[config.mk]
export PLATFORM = sky130hd
export DESIGN_NAME = i2c_regfile_target
export DESIGN_NICKNAME = d
export VERILOG_FILES = /design/src/rtl/i2c_pkg.sv /design/src/rtl/i2c_line_filter.sv /design/src/rtl/i2c_regfile_target.sv
export SDC_FILE = /design/constraint.sdc
export NUM_CORES = 1
export LEC_CHECK = 0
export CELL_PAD_IN_SITES_DETAIL_PLACEMENT = 0
export CELL_PAD_IN_SITES_GLOBAL_PLACEMENT = 1
export CORE_MARGIN = 2
export CORE_UTILIZATION = 41
export DETAILED_ROUTE_END_ITERATION = 6
export GPL_TIMING_DRIVEN = 0
export PLACE_DENSITY_LB_ADDON = 0.12
export SLEW_MARGIN = 20
export SYNTH_ARGS = -nofsm -noshare
export SYNTH_HDL_FRONTEND = slang
export SYNTH_HIERARCHICAL = 1
export SYNTH_SLANG_ARGS = --single-unit
[constraint.sdc]
create_clock -name clock -period 3 [get_ports clock]
set_input_delay 0.45 -clock clock [delete_from_list [all_inputs] [get_ports clock]]
set_output_delay 0.45 -clock clock [all_outputs]
set_load 0.01 [all_outputs]
[src/rtl/i2c_pkg.sv]
// Shared types and bus-level constants for the I2C register-file target.
// Holds the protocol FSM state encoding and the ACK/NACK and R/W bit levels.
package i2c_pkg;

    typedef enum logic [3:0] {
        IDLE,
        ADDR,
        ADDR_ACK,
        PTR,
        PTR_ACK,
        WDATA,
        WDATA_ACK,
        RDATA,
        RDATA_ACK
    } i2c_state_t;

    localparam logic I2C_RW_READ = 1'b1;
    localparam logic I2C_ACK     = 1'b0;
    localparam logic I2C_NACK    = 1'b1;

endpackage

[src/rtl/i2c_line_filter.sv]
// Two-flop synchroniser plus FILT_LEN-sample glitch filter for one open-drain line.
// Filtered level and its rise/fall pulses appear 2+FILT_LEN clocks after a pin change.
module i2c_line_filter #(
    parameter int FILT_LEN = 3
) (
    input  logic i_clk,
    input  logic i_rst,
    input  logic i_pin,
    output logic o_level,
    output logic o_rise,
    output logic o_fall
);

    logic [1:0] r_sync;
    logic [2:0] r_cnt;
    logic       r_level;
    logic       r_rise;
    logic       r_fall;

    // r_cnt counts consecutive synchronised samples that disagree with the held level.
    always_ff @(posedge i_clk) begin
        if (i_rst) begin
            r_sync  <= 2'b11;
            r_cnt   <= '0;
            r_level <= 1'b1;
            r_rise  <= 1'b0;
            r_fall  <= 1'b0;
        end else begin
            r_sync <= {r_sync[0], i_pin};
            r_rise <= 1'b0;
            r_fall <= 1'b0;
            if (r_sync[1] == r_level) begin
                r_cnt <= '0;
            end else if (r_cnt == 3'(FILT_LEN - 1)) begin
                r_cnt   <= '0;
                r_level <= r_sync[1];
                r_rise  <= r_sync[1];
                r_fall  <= ~r_sync[1];
            end else begin
                r_cnt <= r_cnt + 3'd1;
            end
        end
    end

    assign o_level = r_level;
    assign o_rise  = r_rise;
    assign o_fall  = r_fall;

endmodule

[src/rtl/i2c_regfile_target.sv]
// I2C target exposing REGCOUNT byte registers plus a read-only mirror of parallel_in.
// Pointer auto-increments and wraps after the mirror slot; sda_oe changes only on SCL falls.
module i2c_regfile_target
    import i2c_pkg::*;
#(
    parameter int         REGCOUNT = 20,
    parameter logic [6:0] DEV_ADDR = 7'h42,
    parameter int         FILT_LEN = 3
) (
    input  logic                  clock,
    input  logic                  reset,
    input  logic                  scl_in,
    input  logic                  sda_in,
    output logic                  sda_oe,
    input  logic [7:0]            parallel_in,
    output logic [8*REGCOUNT-1:0] registers_packed,
    output logic                  write_strobe,
    output logic [6:0]            write_index,
    output logic                  busy
);

    logic w_scl_f, w_scl_rise, w_scl_fall;
    logic w_sda_f, w_sda_rise, w_sda_fall;

    i2c_line_filter #(.FILT_LEN(FILT_LEN)) u_scl_filt (
        .i_clk(clock), .i_rst(reset), .i_pin(scl_in),
        .o_level(w_scl_f), .o_rise(w_scl_rise), .o_fall(w_scl_fall)
    );

    i2c_line_filter #(.FILT_LEN(FILT_LEN)) u_sda_filt (
        .i_clk(clock), .i_rst(reset), .i_pin(sda_in),
        .o_level(w_sda_f), .o_rise(w_sda_rise), .o_fall(w_sda_fall)
    );

    i2c_state_t r_state, w_state_nxt;
    logic [7:0] r_shift;
    logic [2:0] r_cnt;
    logic [6:0] r_ptr;
    logic       r_sda_oe, r_busy, r_strobe;
    logic [6:0] r_windex;
    logic [7:0] r_regs [REGCOUNT];

    logic       w_start, w_stop;
    logic [7:0] w_byte, w_rd_byte;
    logic [6:0] w_ptr_next;
    logic       w_sda_set, w_sda_clr, w_shift_in, w_shift_out, w_load;
    logic       w_commit, w_cnt_inc, w_cnt_clr, w_ptr_load, w_ptr_inc;

    assign w_start    = w_sda_fall & w_scl_f;
    assign w_stop     = w_sda_rise & w_scl_f;
    assign w_byte     = {r_shift[6:0], w_sda_f};
    assign w_ptr_next = (r_ptr == 7'(REGCOUNT)) ? 7'd0 : r_ptr + 7'd1;

    always_comb begin
        w_rd_byte = parallel_in;
        for (int i = 0; i < REGCOUNT; i++) begin
            if (r_ptr == 7'(i)) w_rd_byte = r_regs[i];
        end
    end

    always_ff @(posedge clock) begin
        if (reset) r_state <= IDLE;
        else       r_state <= w_state_nxt;
    end

    always_comb begin
        w_state_nxt = r_state;
        w_sda_set   = 1'b0;
        w_sda_clr   = 1'b0;
        w_shift_in  = 1'b0;
        w_shift_out = 1'b0;
        w_load      = 1'b0;
        w_commit    = 1'b0;
        w_cnt_inc   = 1'b0;
        w_cnt_clr   = 1'b0;
        w_ptr_load  = 1'b0;
        w_ptr_inc   = 1'b0;
        if (w_start) begin
            w_state_nxt = ADDR;
            w_cnt_clr   = 1'b1;
        end else if (w_stop) begin
            w_state_nxt = IDLE;
            w_sda_clr   = 1'b1;
        end else begin
            case (r_state)
                ADDR, PTR, WDATA: begin
                    w_sda_clr = w_scl_fall;
                    if (w_scl_rise) begin
                        w_shift_in = 1'b1;
                        w_cnt_inc  = 1'b1;
                        if (r_cnt == 3'd7) begin
                            w_cnt_clr = 1'b1;
                            if (r_state == ADDR) begin
                                w_state_nxt = (w_byte[7:1] == DEV_ADDR) ? ADDR_ACK : IDLE;
                            end else if (r_state == PTR) begin
                                w_ptr_load  = (w_byte <= 8'(REGCOUNT));
                                w_state_nxt = w_ptr_load ? PTR_ACK : IDLE;
                            end else begin
                                w_commit    = (r_ptr < 7'(REGCOUNT));
                                w_ptr_inc   = 1'b1;
                                w_state_nxt = WDATA_ACK;
                            end
                        end
                    end
                end
                // ACK is driven across the 9th clock; the next state owns the 9th fall.
                ADDR_ACK, PTR_ACK, WDATA_ACK: begin
                    w_sda_set = w_scl_fall;
                    if (w_scl_rise) begin
                        w_cnt_clr = 1'b1;
                        if (r_state == ADDR_ACK && r_shift[0] == I2C_RW_READ) begin
                            w_state_nxt = RDATA;
                            w_load      = 1'b1;
                            w_ptr_inc   = 1'b1;
                        end else begin
                            w_state_nxt = (r_state == ADDR_ACK) ? PTR : WDATA;
                        end
                    end
                end
                RDATA: begin
                    w_shift_out = w_scl_fall;
                    if (w_scl_rise) begin
                        w_cnt_inc = 1'b1;
                        if (r_cnt == 3'd7) begin
                            w_cnt_clr   = 1'b1;
                            w_state_nxt = RDATA_ACK;
                        end
                    end
                end
                RDATA_ACK: begin
                    w_sda_clr = w_scl_fall;
                    if (w_scl_rise) begin
                        w_cnt_clr = 1'b1;
                        if (w_sda_f == I2C_ACK) begin
                            w_state_nxt = RDATA;
                            w_load      = 1'b1;
                            w_ptr_inc   = 1'b1;
                        end else begin
                            w_state_nxt = IDLE;
                        end
                    end
                end
                default: w_state_nxt = IDLE;
            endcase
        end
    end

    always_ff @(posedge clock) begin
        if (reset) begin
            r_shift  <= '0;
            r_cnt    <= '0;
            r_ptr    <= '0;
            r_sda_oe <= 1'b0;
            r_busy   <= 1'b0;
            r_strobe <= 1'b0;
            r_windex <= '0;
            for (int i = 0; i < REGCOUNT; i++) r_regs[i] <= '0;
        end else begin
            r_strobe <= w_commit;
            if (w_start)     r_busy <= 1'b1;
            else if (w_stop) r_busy <= 1'b0;
            if (w_cnt_clr)      r_cnt <= '0;
            else if (w_cnt_inc) r_cnt <= r_cnt + 3'd1;
            if (w_ptr_load)     r_ptr <= w_byte[6:0];
            else if (w_ptr_inc) r_ptr <= w_ptr_next;
            if (w_load)          r_shift <= w_rd_byte;
            else if (w_shift_in) r_shift <= w_byte;
            if (w_sda_clr) begin
                r_sda_oe <= 1'b0;
            end else if (w_sda_set) begin
                r_sda_oe <= 1'b1;
            end else if (w_shift_out) begin
                r_sda_oe <= ~r_shift[7];
                r_shift  <= {r_shift[6:0], 1'b0};
            end
            if (w_commit) begin
                r_windex <= r_ptr;
                for (int i = 0; i < REGCOUNT; i++) begin
                    if (r_ptr == 7'(i)) r_regs[i] <= w_byte;
                end
            end
        end
    end

    for (genvar g = 0; g < REGCOUNT; g++) begin : g_pack
        assign registers_packed[8*g +: 8] = r_regs[g];
    end

    assign sda_oe       = r_sda_oe;
    assign write_strobe = r_strobe;
    assign write_index  = r_windex;
    assign busy         = r_busy;

endmodule

Yosys cells after proc, flatten, opt, wreduce, memory -nomap -nowiden
Memories as Yosys holds them, arrays and structs flattened. Cells that the tools add are included.

Bitwise operators: 29. Mux-type cells: 199. Add/sub/neg operators: 4. Reductions and logical operators: 21. $lt $le $gt $ge: 2. Equal/unequal tests: 46.

Operators with widths (count): 2-to-1 mux 8 bit (45); 2-to-1 mux 1 bit (134); equality test 7 x 4 -> 1 bit, second input constant (8); equality test 7 x 5 -> 1 bit, second input constant (5); equality test 7 x 3 -> 1 bit, second input constant (4); 2-to-1 mux 4 bit (6); 2-to-1 mux 7 bit (3); OR reduction 3 bit (7); bitwise OR 1 bit (20); 2-to-1 mux 3 bit (6); equality test 4 x 3 -> 1 bit, second input constant (4); inequality test 4 x 3 -> 1 bit, second input constant (4); case mux 4 bit (4 select lines) (1); equality test 7 x 2 -> 1 bit, second input constant (2); AND reduction 6 bit (2); OR reduction 4 bit (3); adder 3 x 1 -> 3 bit, second input constant (3); equality test 4 x 2 -> 1 bit, second input constant (2); less-or-equal comparator 8 x 5 -> 1 bit, second input constant (1); inequality test 2 x 1 -> 1 bit, second input constant (4); inequality test 4 bit, second input constant (2); adder 7 x 1 -> 7 bit, second input constant (1); equality test 7 x 1 -> 1 bit, second input constant (1); equality test 7 bit, second input constant (1); 17 further kinds (32).

Memories kept: 1. Register bits: 48. Input port bits: 12. Memory bits (writable): 160.

Memories: r_regs (depth 20, bits a word 8, rd ports 20, clocked after Yosys merged registers in 0, wr ports 20, RTL line i2c_regfile_target.sv:41) `logic [7:0] r_regs [REGCOUNT];`.

Depth between registers and ports, before layout
Gate-level depths: netlist of run 1.

Word-level depth: 25. Depth in mapped cells: 12.

Cells and area by module
The synthesis of run 1 kept the hierarchy.

By module, submodules not included: i2c_regfile_target (cells an instance 935, sequential area each 5445.2 µm², area an instance 9587.9 µm², instances 1); i2c_line_filter (u_sda_filt) (cells an instance 26, sequential area each 160.2 µm², area an instance 306.5 µm², instances 1); i2c_line_filter (u_scl_filt) (cells an instance 26, sequential area each 160.2 µm², area an instance 300.3 µm², instances 1).

Least setup slack after synthesis of run 1
No wires, ideal clock.

Path type: reg2reg. Start point: register r_cnt[0] (netlist name). End point: memory r_regs[17][2] (netlist: r_regs[4][10]) (enable). Arrival: 2050 ps. Path slack: 615 ps. Data required time: 2666 ps. Stages on the path, launching flop included: 10. Path through: dfxtp_1 -> ha_1 -> ha_1 -> nand3_1 -> nor3_1 -> and4_1 -> buf_2 -> clkbuf_1 -> nand2_1 -> nand2b_1.

RTL lines (RTL line): end, declared (i2c_regfile_target.sv:41).

Worst setup path after layout of run 1
Start point: register r_ptr[2]. End point: register r_shift[3].

Cells in the longest elaborated chain, start to end: 25.

Ends and longest elaborated chain: start, declared (RTL line i2c_regfile_target.sv:38) `logic [6:0] r_ptr;`; start signal, assigned (RTL line i2c_regfile_target.sv:164) `if (w_ptr_load) r_ptr <= w_byte[6:0];`; start signal, assigned (RTL line i2c_regfile_target.sv:165) `else if (w_ptr_inc) r_ptr <= w_ptr_next;`; logical NOT 7 bit (RTL line i2c_regfile_target.sv:57) `if (r_ptr == 7'(i)) w_rd_byte = r_regs[i];`; 2-to-1 mux 8 bit (19 in a row) (RTL line i2c_regfile_target.sv:57); 2-to-1 mux 8 bit (*) (RTL line i2c_regfile_target.sv:57); 2-to-1 mux 8 bit (*) (RTL line i2c_regfile_target.sv:166) `if (w_load) r_shift <= w_rd_byte;`; 2-to-1 mux 8 bit (RTL line i2c_regfile_target.sv:172) `end else if (w_shift_out) begin`; 2-to-1 mux 8 bit (RTL line i2c_regfile_target.sv:170) `end else if (w_sda_set) begin`; 2-to-1 mux 8 bit (*) (RTL line i2c_regfile_target.sv:168) `if (w_sda_clr) begin`; end signal, assigned (RTL line i2c_regfile_target.sv:166); end signal, assigned (RTL line i2c_regfile_target.sv:167) `else if (w_shift_in) r_shift <= w_byte;`; end signal, assigned (RTL line i2c_regfile_target.sv:174) `r_shift <= {r_shift[6:0], 1'b0};`; end, declared (RTL line i2c_regfile_target.sv:36) `logic [7:0] r_shift;`.

Every way passes the cells marked *; elsewhere a longest branch is shown, timed or not. A chain may end at the register's enable or synchronous reset.

==> reports/results.txt, run 1 <==
Overflow after GRT = 0
Vias = 9085
Antenna Nets Post-Route = 0
CP startpoint = r_ptr[2]
Yosys warns = 6
Sw frac = 22.3%
Die area = 26100 sq um
Final WS setup = 0.119 ns
Max-slew headroom = 26.9%
Synth Instances = 987
Clock sink count = 208
Largest net degree at the start of global routing = 17
Layout cells sized above 1 = 10.5%
Fin. Hold Viols = 0
Hold Crit Start = u_sda_filt/r_sync[0]
Max Slew Vio Count = 0
Overall power = 6.70 mW
Hold Crit Depth = 1
Avg Inst Size Synth = 10.3 sq um
Routed WL = 38.4 mm
Top FF cell, synth = edfxtp_1
Core area = 24400 sq um
Starting Density = 41.8%
Setup WS pre-CTS = -0.844 ns
Pleak = 4.61 nW
Drt via density = 5.94
Mapped Nets = 1009
DR iter-0 viols = 1052
Startpoint types = flip-flop
Comb power frac = 6.2%
Pre-antenna DRT Iters = 5
Post-DR wirelength/cell = 25.1 um
Worst Hold Path EP = u_sda_filt/r_sync[1]
Synthesized area = 10200 sq um
Number of synthesized flops with an enable pin = 160
Die H = 162 um
First-pass GRT wire length = 56.3 mm
CP Data Required Time = 3.40 ns
Area occupied by multi-input gates = 4180 sq um
I/O Buffers = 181
Postcts setup bufs = 0
Non-filler cells, final = 1530
Clock Tree Buf Depth = 3
CP Class = reg -> reg
Max Fclk = 347 MHz
Std cell rows = 57
Peak supply drop = 0.000392 V
Layout area overhead = 31.0%
Root buffer cell = clkbuf_16
DR DRC count = 0
Status = completed
Ys async rst share = 0%
P per Cell Area = 502 nW/um^2
Nets = 1210
Routability cong. = 0.929
Sequential power share = 49.6%
Setup crit end kind = flip-flop
Clk_skew = 0.0321 ns
Reg2reg end = r_shift[3]
Arr. time, crit path = 3.28 ns
Slew @ Worst Pin = 1.10 ns
Yosys cell types = 86
Sequential fraction of the synthesis area = 56.6%
Register area = 5770 sq um
RR Startpoint = r_ptr[2]
Diodes inserted = 0
R2R depth = 8
Crit-path max FO = 10
Post-synthesis register bit count = 208
Dpl hpwl = 27.8 mm
Layout fillers = 2217
Switching power = 1.49 mW
TritonCTS Buffers = 24
CTS tree = built
Clk pwr share = 44.2%
DP Cell Count = 1492
Final Cycle Share = 96.0%
Vias in the first global route = 8813
I/O pins = 182
CTS Hold Bufs = 0
Initial antenna violation count = 0
FF-to-FF setup slack = 0.12 ns
Maxcap violations = 0
Die width = 162 um
Min Tclk post-route = 2.88 ns
Worst-Skew Late Latency = 0.54 ns
Tot GR Track Use = 29.0%
Unrepaired setup endpoints after global routing = false
Final setup vio count = 0
Htree depth = 1
Final core utilization = 54.7%
Pint = 5.21 mW
Worst-path clk slew = 0.07 ns
Worst min path class = reg -> reg
[state kept, by name (all words and copies together) (netlist names), 2 cells and up]
signal             count
r_regs               160
r_shift                8
r_ptr                  7
write_index            7
r_state                4
r_cnt                  3
u_scl_filt/r_cnt       3
u_sda_filt/r_cnt       3
u_scl_filt/r_sync      2
u_sda_filt/r_sync      2
[cells in the final DEF, fill, tap and decap left out, drive strengths merged, types with 32 or more instances in the layout]
cell type / n
nor2: 203
clkdlybuf4s50: 180
nand2: 79
nand2b: 33
o21ai: 46
nand3: 32
dfxtp: 48
a21oi: 45
clkbuf: 70
edfxtp: 160
[metal layers]
metal / GRT usage [%] / up-vias / wire [um]
met5: 0 / - / 0
li1: - / 4067 / -
met4: 10.4 / 0 / 1360
met2: 44.3 / 507 / 17300
met3: 6.26 / 95 / 3660
met1: 40.8 / 4416 / 16000
[Yosys cell counts (all sizes together) (6+ instances only)]
cell	count	share of area (%)
nand4	9	0.55
nor2	203	8.1
dfxtp	48	9.4
a211oi	9	0.76
inv	18	0.66
o22ai	19	1.3
nor2b	6	0.39
o221ai	9	0.77
nand2	79	3.0
ha	10	1.2
buf	26	1.5
nand3b	7	0.52
nand2b	33	2.0
a21oi	45	2.2
o21a	6	0.44
o211ai	13	0.96
mux2i	15	1.5
nor3	15	0.74
nand3	32	1.6
o21ai	46	2.3
and3	8	0.49
o2111ai	6	0.52
a221oi	15	1.4
a22oi	10	0.74
nor4	17	1.2
clkbuf	39	1.4
edfxtp	160	47
[cell families after synthesis]
family / share of synthesized area, %
compound gates: 14.6
xor+xnor: 0.344
fa+ha+maj: 1.23
buf+inv: 3.67
flops: 56.6
mux: 1.58
simple gates: 22.0
[final cells by class]
class                   count  share of cell area [%]
repair buffers            181                    13.6
multi-input cells         695                    31.3
flip-flops and latches    208                    43.2
plain buffers              59                    2.40
clock inverters             8                   0.722
well taps                 324                    3.04
clock buffers              36                    5.22
inverters                  19                   0.534
[per-stage QoR]
stage	setup TNS [ns]	cell area (sq um)	hold WS, ns
floorplan	0	10200	0.389
global placement	-141.96	12400	0.396
detailed placement	-141.84	12400	0.396
CTS	0	13300	0.416
global route	0	13400	0.430
finish	0	13400	0.412
[power by group through the flow]
stage | Clock [mW] | Combinational (mW) | Sequential [mW]
final | 2.96 | 0.418 | 3.32
after CTS | 2.95 | 0.417 | 3.32
after floorplan | 0 | 0.0772 | 3.38
after global routing | 3.09 | 0.438 | 3.33
after global placement | 0 | 0.410 | 3.38
after detailed placement | 0 | 0.412 | 3.38
[worst max path at each step]
stage                     cells past startpoint       endpoint  slack [ns]
final                                         8     r_shift[3]        0.12
after global routing                          9  r_regs[0][21]       0.004
after CTS                                    11     r_shift[0]       0.003
after detailed placement                      6  r_regs[4][24]       -0.84
after global placement                        6   r_regs[0][0]       -0.80
after floorplan                               9  r_regs[4][10]        0.62
[critical path, cell delays in order, from the launching register on]
cell,delay [ns]
dfxtp_1,0.43
nor4b_1,0.58
buf_2,0.35
nand2_1,0.17
o221a_2,0.29
o221ai_1,0.27
a21oi_1,0.18
o21ai_1,0.36
a21oi_1,0.12
[timing repair]
action                                  in CTS  in global routing
resized for setup                           30                 26
pin swaps                                    1                  1
endpoints found under the setup margin     235                194
(Power assumes the default switching activity.)
==> inputs of run 2 (changes only) <==
- CAP_MARGIN: unset -> 20
- CELL_PAD_IN_SITES_DETAIL_PLACEMENT: 0 -> unset
- CELL_PAD_IN_SITES_GLOBAL_PLACEMENT: 1 -> unset
- CORE_UTILIZATION: 41 -> 53
==> reports/results.txt, run 2 (synthesized netlist as in run 1, its figures left out) <==
Starting Density = 54.3% (was 41.8%)
Max Slew Vio Count = 0 (unchanged)
Clk_skew = 0.0112 ns (was 0.0321 ns)
CP Data Required Time = 3.35 ns (was 3.40 ns)
Layout cells sized above 1 = 10.1% (was 10.5%)
Clk pwr share = 41.3% (was 44.2%)
Die H = 143 um (was 162 um)
Final Cycle Share = 98.2% (was 96.0%)
Startpoint types = flip-flop (unchanged)
Min Tclk post-route = 2.94 ns (was 2.88 ns)
Switching power = 1.42 mW (was 1.49 mW)
Routed WL = 35.9 mm (was 38.4 mm)
Post-Route Setup TNS = 0 ns (unchanged)
Reg2reg end = r_shift[7] (was r_shift[3])
Max reg flops = 160 (unchanged)
Max Fclk = 340 MHz (was 347 MHz)
Most flops, register = r_regs (unchanged)
Clock sink count = 208 (unchanged)
Overall power = 6.37 mW (was 6.70 mW)
Routability cong. = 0.963 (was 0.929)
Critical Path Most Common Cell = buf_6 (was a21oi_1)
Worst-path clk slew = 0.06 ns (was 0.07 ns)
Slew @ Worst Pin = 1.02 ns (was 1.10 ns)
Vias in the first global route = 8719 (was 8813)
Nets = 1213 (was 1210)
Crit-path max FO = 10 (unchanged)
Critical-path cell list = buf_6, nor4_2, buf_6, buf_6, nand3_2, nor2_1, o2111ai_1, nor4_2, o22ai_1 (was nor4b_1, buf_2, nand2_1, o221a_2, o221ai_1, a21oi_1, o21ai_1, a21oi_1)
CP startpoint = r_ptr[6] (was r_ptr[2])
Fin. Hold Viols = 0 (unchanged)
Status = completed (unchanged)
Post-DR wirelength/cell = 24.9 um (was 25.1 um)
Largest stage delay, worst path = 0.59 ns (was 0.58 ns)
CTS tree = built (unchanged)
DR DRC count = 0 (unchanged)
Sequential power share = 52.1% (was 49.6%)
Tot GR Track Use = 34.5% (was 29.0%)
Vias = 9388 (was 9085)
Pint = 4.95 mW (was 5.21 mW)
Worst-Skew Late Latency = 0.51 ns (was 0.54 ns)
Worst min path class = reg -> reg (unchanged)
Leading cell type in the layout, fill and taps excluded = nor2_1 (unchanged)
Pleak = 4.54 nW (was 4.61 nW)
Die width = 143 um (was 162 um)
CP Class = reg -> reg (unchanged)
Final core utilization = 69.8% (was 54.7%)
Clock Tree Buf Depth = 3 (unchanged)
Core area = 18800 sq um (was 24400 sq um)
Largest net degree at the start of global routing = 17 (unchanged)
CTS Hold Bufs = 0 (unchanged)
Pre-antenna DRT Iters = 6 (was 5)
Postcts setup bufs = 0 (unchanged)
Die area = 20400 sq um (was 26100 sq um)
RR Startpoint = r_ptr[6] (was r_ptr[2])
Diodes inserted = 0 (unchanged)
Most frequent cells in the layout = nor2_1 (192), clkdlybuf4s50_1 (180), edfxtp_1 (160) (was nor2_1 (193), clkdlybuf4s50_1 (180), edfxtp_1 (160))
Arr. time, crit path = 3.30 ns (was 3.28 ns)
Sw frac = 22.3% (about the same)
CP Depth = 9 (was 8)
Final setup vio count = 0 (unchanged)
Unrepaired setup endpoints after global routing = false (unchanged)
Maxcap violations = 0 (unchanged)
Overflow after GRT = 0 (unchanged)
Htree depth = 1 (unchanged)
P per Cell Area = 486 nW/um^2 (was 502 nW/um^2)
TritonCTS Buffers = 22 (was 24)
FF-to-FF setup slack = 0.06 ns (was 0.12 ns)
Layout area overhead = 28.6% (was 31.0%)
Cell family with most CP delay = simple AND/OR/NAND/NOR gates (was compound AO/OA/AOI/OAI gates)
Bufs and invs on worst path = 3 (was 1)
I/O Buffers = 181 (unchanged)
Antenna Nets Post-Route = 0 (unchanged)
Worst setup path end = r_shift[7] (was r_shift[3])
Peak supply drop = 0.000380 V (was 0.000392 V)
Crit-path slowest cell = nor4_2 (was nor4b_1)
I/O pins = 182 (unchanged)
Drt via density = 6.51 (was 5.94)
Setup crit end kind = flip-flop (unchanged)
Hold slack final = 0.412 ns (about the same)
Comb power frac = 6.6% (was 6.2%)
Biggest regs = r_regs x160, r_shift x8 (unchanged)
R2R depth = 9 (was 8)
Initial antenna violation count = 0 (unchanged)
DR iter-0 viols = 1506 (was 1052)
Max-slew headroom = 32.0% (was 26.9%)
First-pass GRT wire length = 52.4 mm (was 56.3 mm)
Root buffer cell = clkbuf_16 (unchanged)
Dpl hpwl = 25.7 mm (was 27.8 mm)
Std cell rows = 50 (was 57)
==> run 2: changes by cell type in the layout (fill, tap and decap cells not counted), moves of 2 or more <==
cell	delta
buf_2	+3
clkbuf_1	+6
clkbuf_16	-2
clkbuf_4	-3
clkbuf_8	-2
nor4_2	+3
nor4_4	-2
==> run 2: metal layers <==
layer	global-route usage, %	vias to the layer above	routed length [um]	part of all wire (%)
met3	8.75	124	4930	14
met4	15.0	0	1600	4.5
met2	53.1	746	16400	46
li1	-	4055	-	-
met5	0	-	0	0
met1	46.5	4463	13000	36
==> run 2: cell type report <==
cell class                 instances  area (sq um)
sequential                       208          5770
fill                            1434          5660
multi-input combinational        695          4160
timing repair buffer             181          1810
clock buffer                      32           619
buffer                            64           319
tap                              234           293
inverter                          19          71.3
clock inverter                     8          63.8
==> run 2: power by group through the flow <==
stage / sequential, mW / clock [mW] / combinational [mW]
after global routing: 3.32 / 2.73 / 0.435
after floorplan: 3.38 / 0 / 0.0772
after global placement: 3.37 / 0 / 0.404
after detailed placement: 3.37 / 0 / 0.407
final: 3.32 / 2.63 / 0.418
after CTS: 3.31 / 2.62 / 0.412
==> run 2: worst min path at each step <==
| stage | slack (ns) | to | startpoint | depth (start not counted) |
|---|---|---|---|---|
| 2_1_floorplan | 0.39 | u_scl_filt/r_sync[1] | u_scl_filt/r_sync[0] | 1 |
| 3_3_place_gp | 0.40 | u_sda_filt/r_sync[1] | u_sda_filt/r_sync[0] | 1 |
| 3_5_place_dp | 0.40 | u_sda_filt/r_sync[1] | u_sda_filt/r_sync[0] | 1 |
| 4_1_cts | 0.42 | u_sda_filt/r_sync[1] | u_sda_filt/r_sync[0] | 1 |
| 5_1_grt | 0.43 | u_sda_filt/r_sync[1] | u_sda_filt/r_sync[0] | 1 |
| 6_report | 0.41 | u_sda_filt/r_sync[1] | u_sda_filt/r_sync[0] | 1 |
==> run 2: repair_timing <==
| item | in CTS | in global routing |
|---|---|---|
| pin swaps | 1 | 0 |
| hold endpoints to repair | 0 | 0 |
| gates resized for setup | 22 | 24 |
| setup endpoints to repair | 201 | 173 |
==> run 2: stage by stage <==
stage	setup slack (ns)	instances	instance area [sq um]
floorplan	0.615	987	10200
global route	0.000272	1441	13100
detailed placement	-0.696	1402	12300
finish	0.0553	1441	13100
CTS	0.00115	1442	13000
global placement	-0.639	1402	12300
==> run 2: worst register-to-register path: stages, from the launching register on <==
cell and delay, ns:
dfxtp_1 0.32, buf_6 0.14, nor4_2 0.59, buf_6 0.25
buf_6 0.17, nand3_2 0.21, nor2_1 0.15, o2111ai_1 0.29
nor4_2 0.56, o22ai_1 0.12
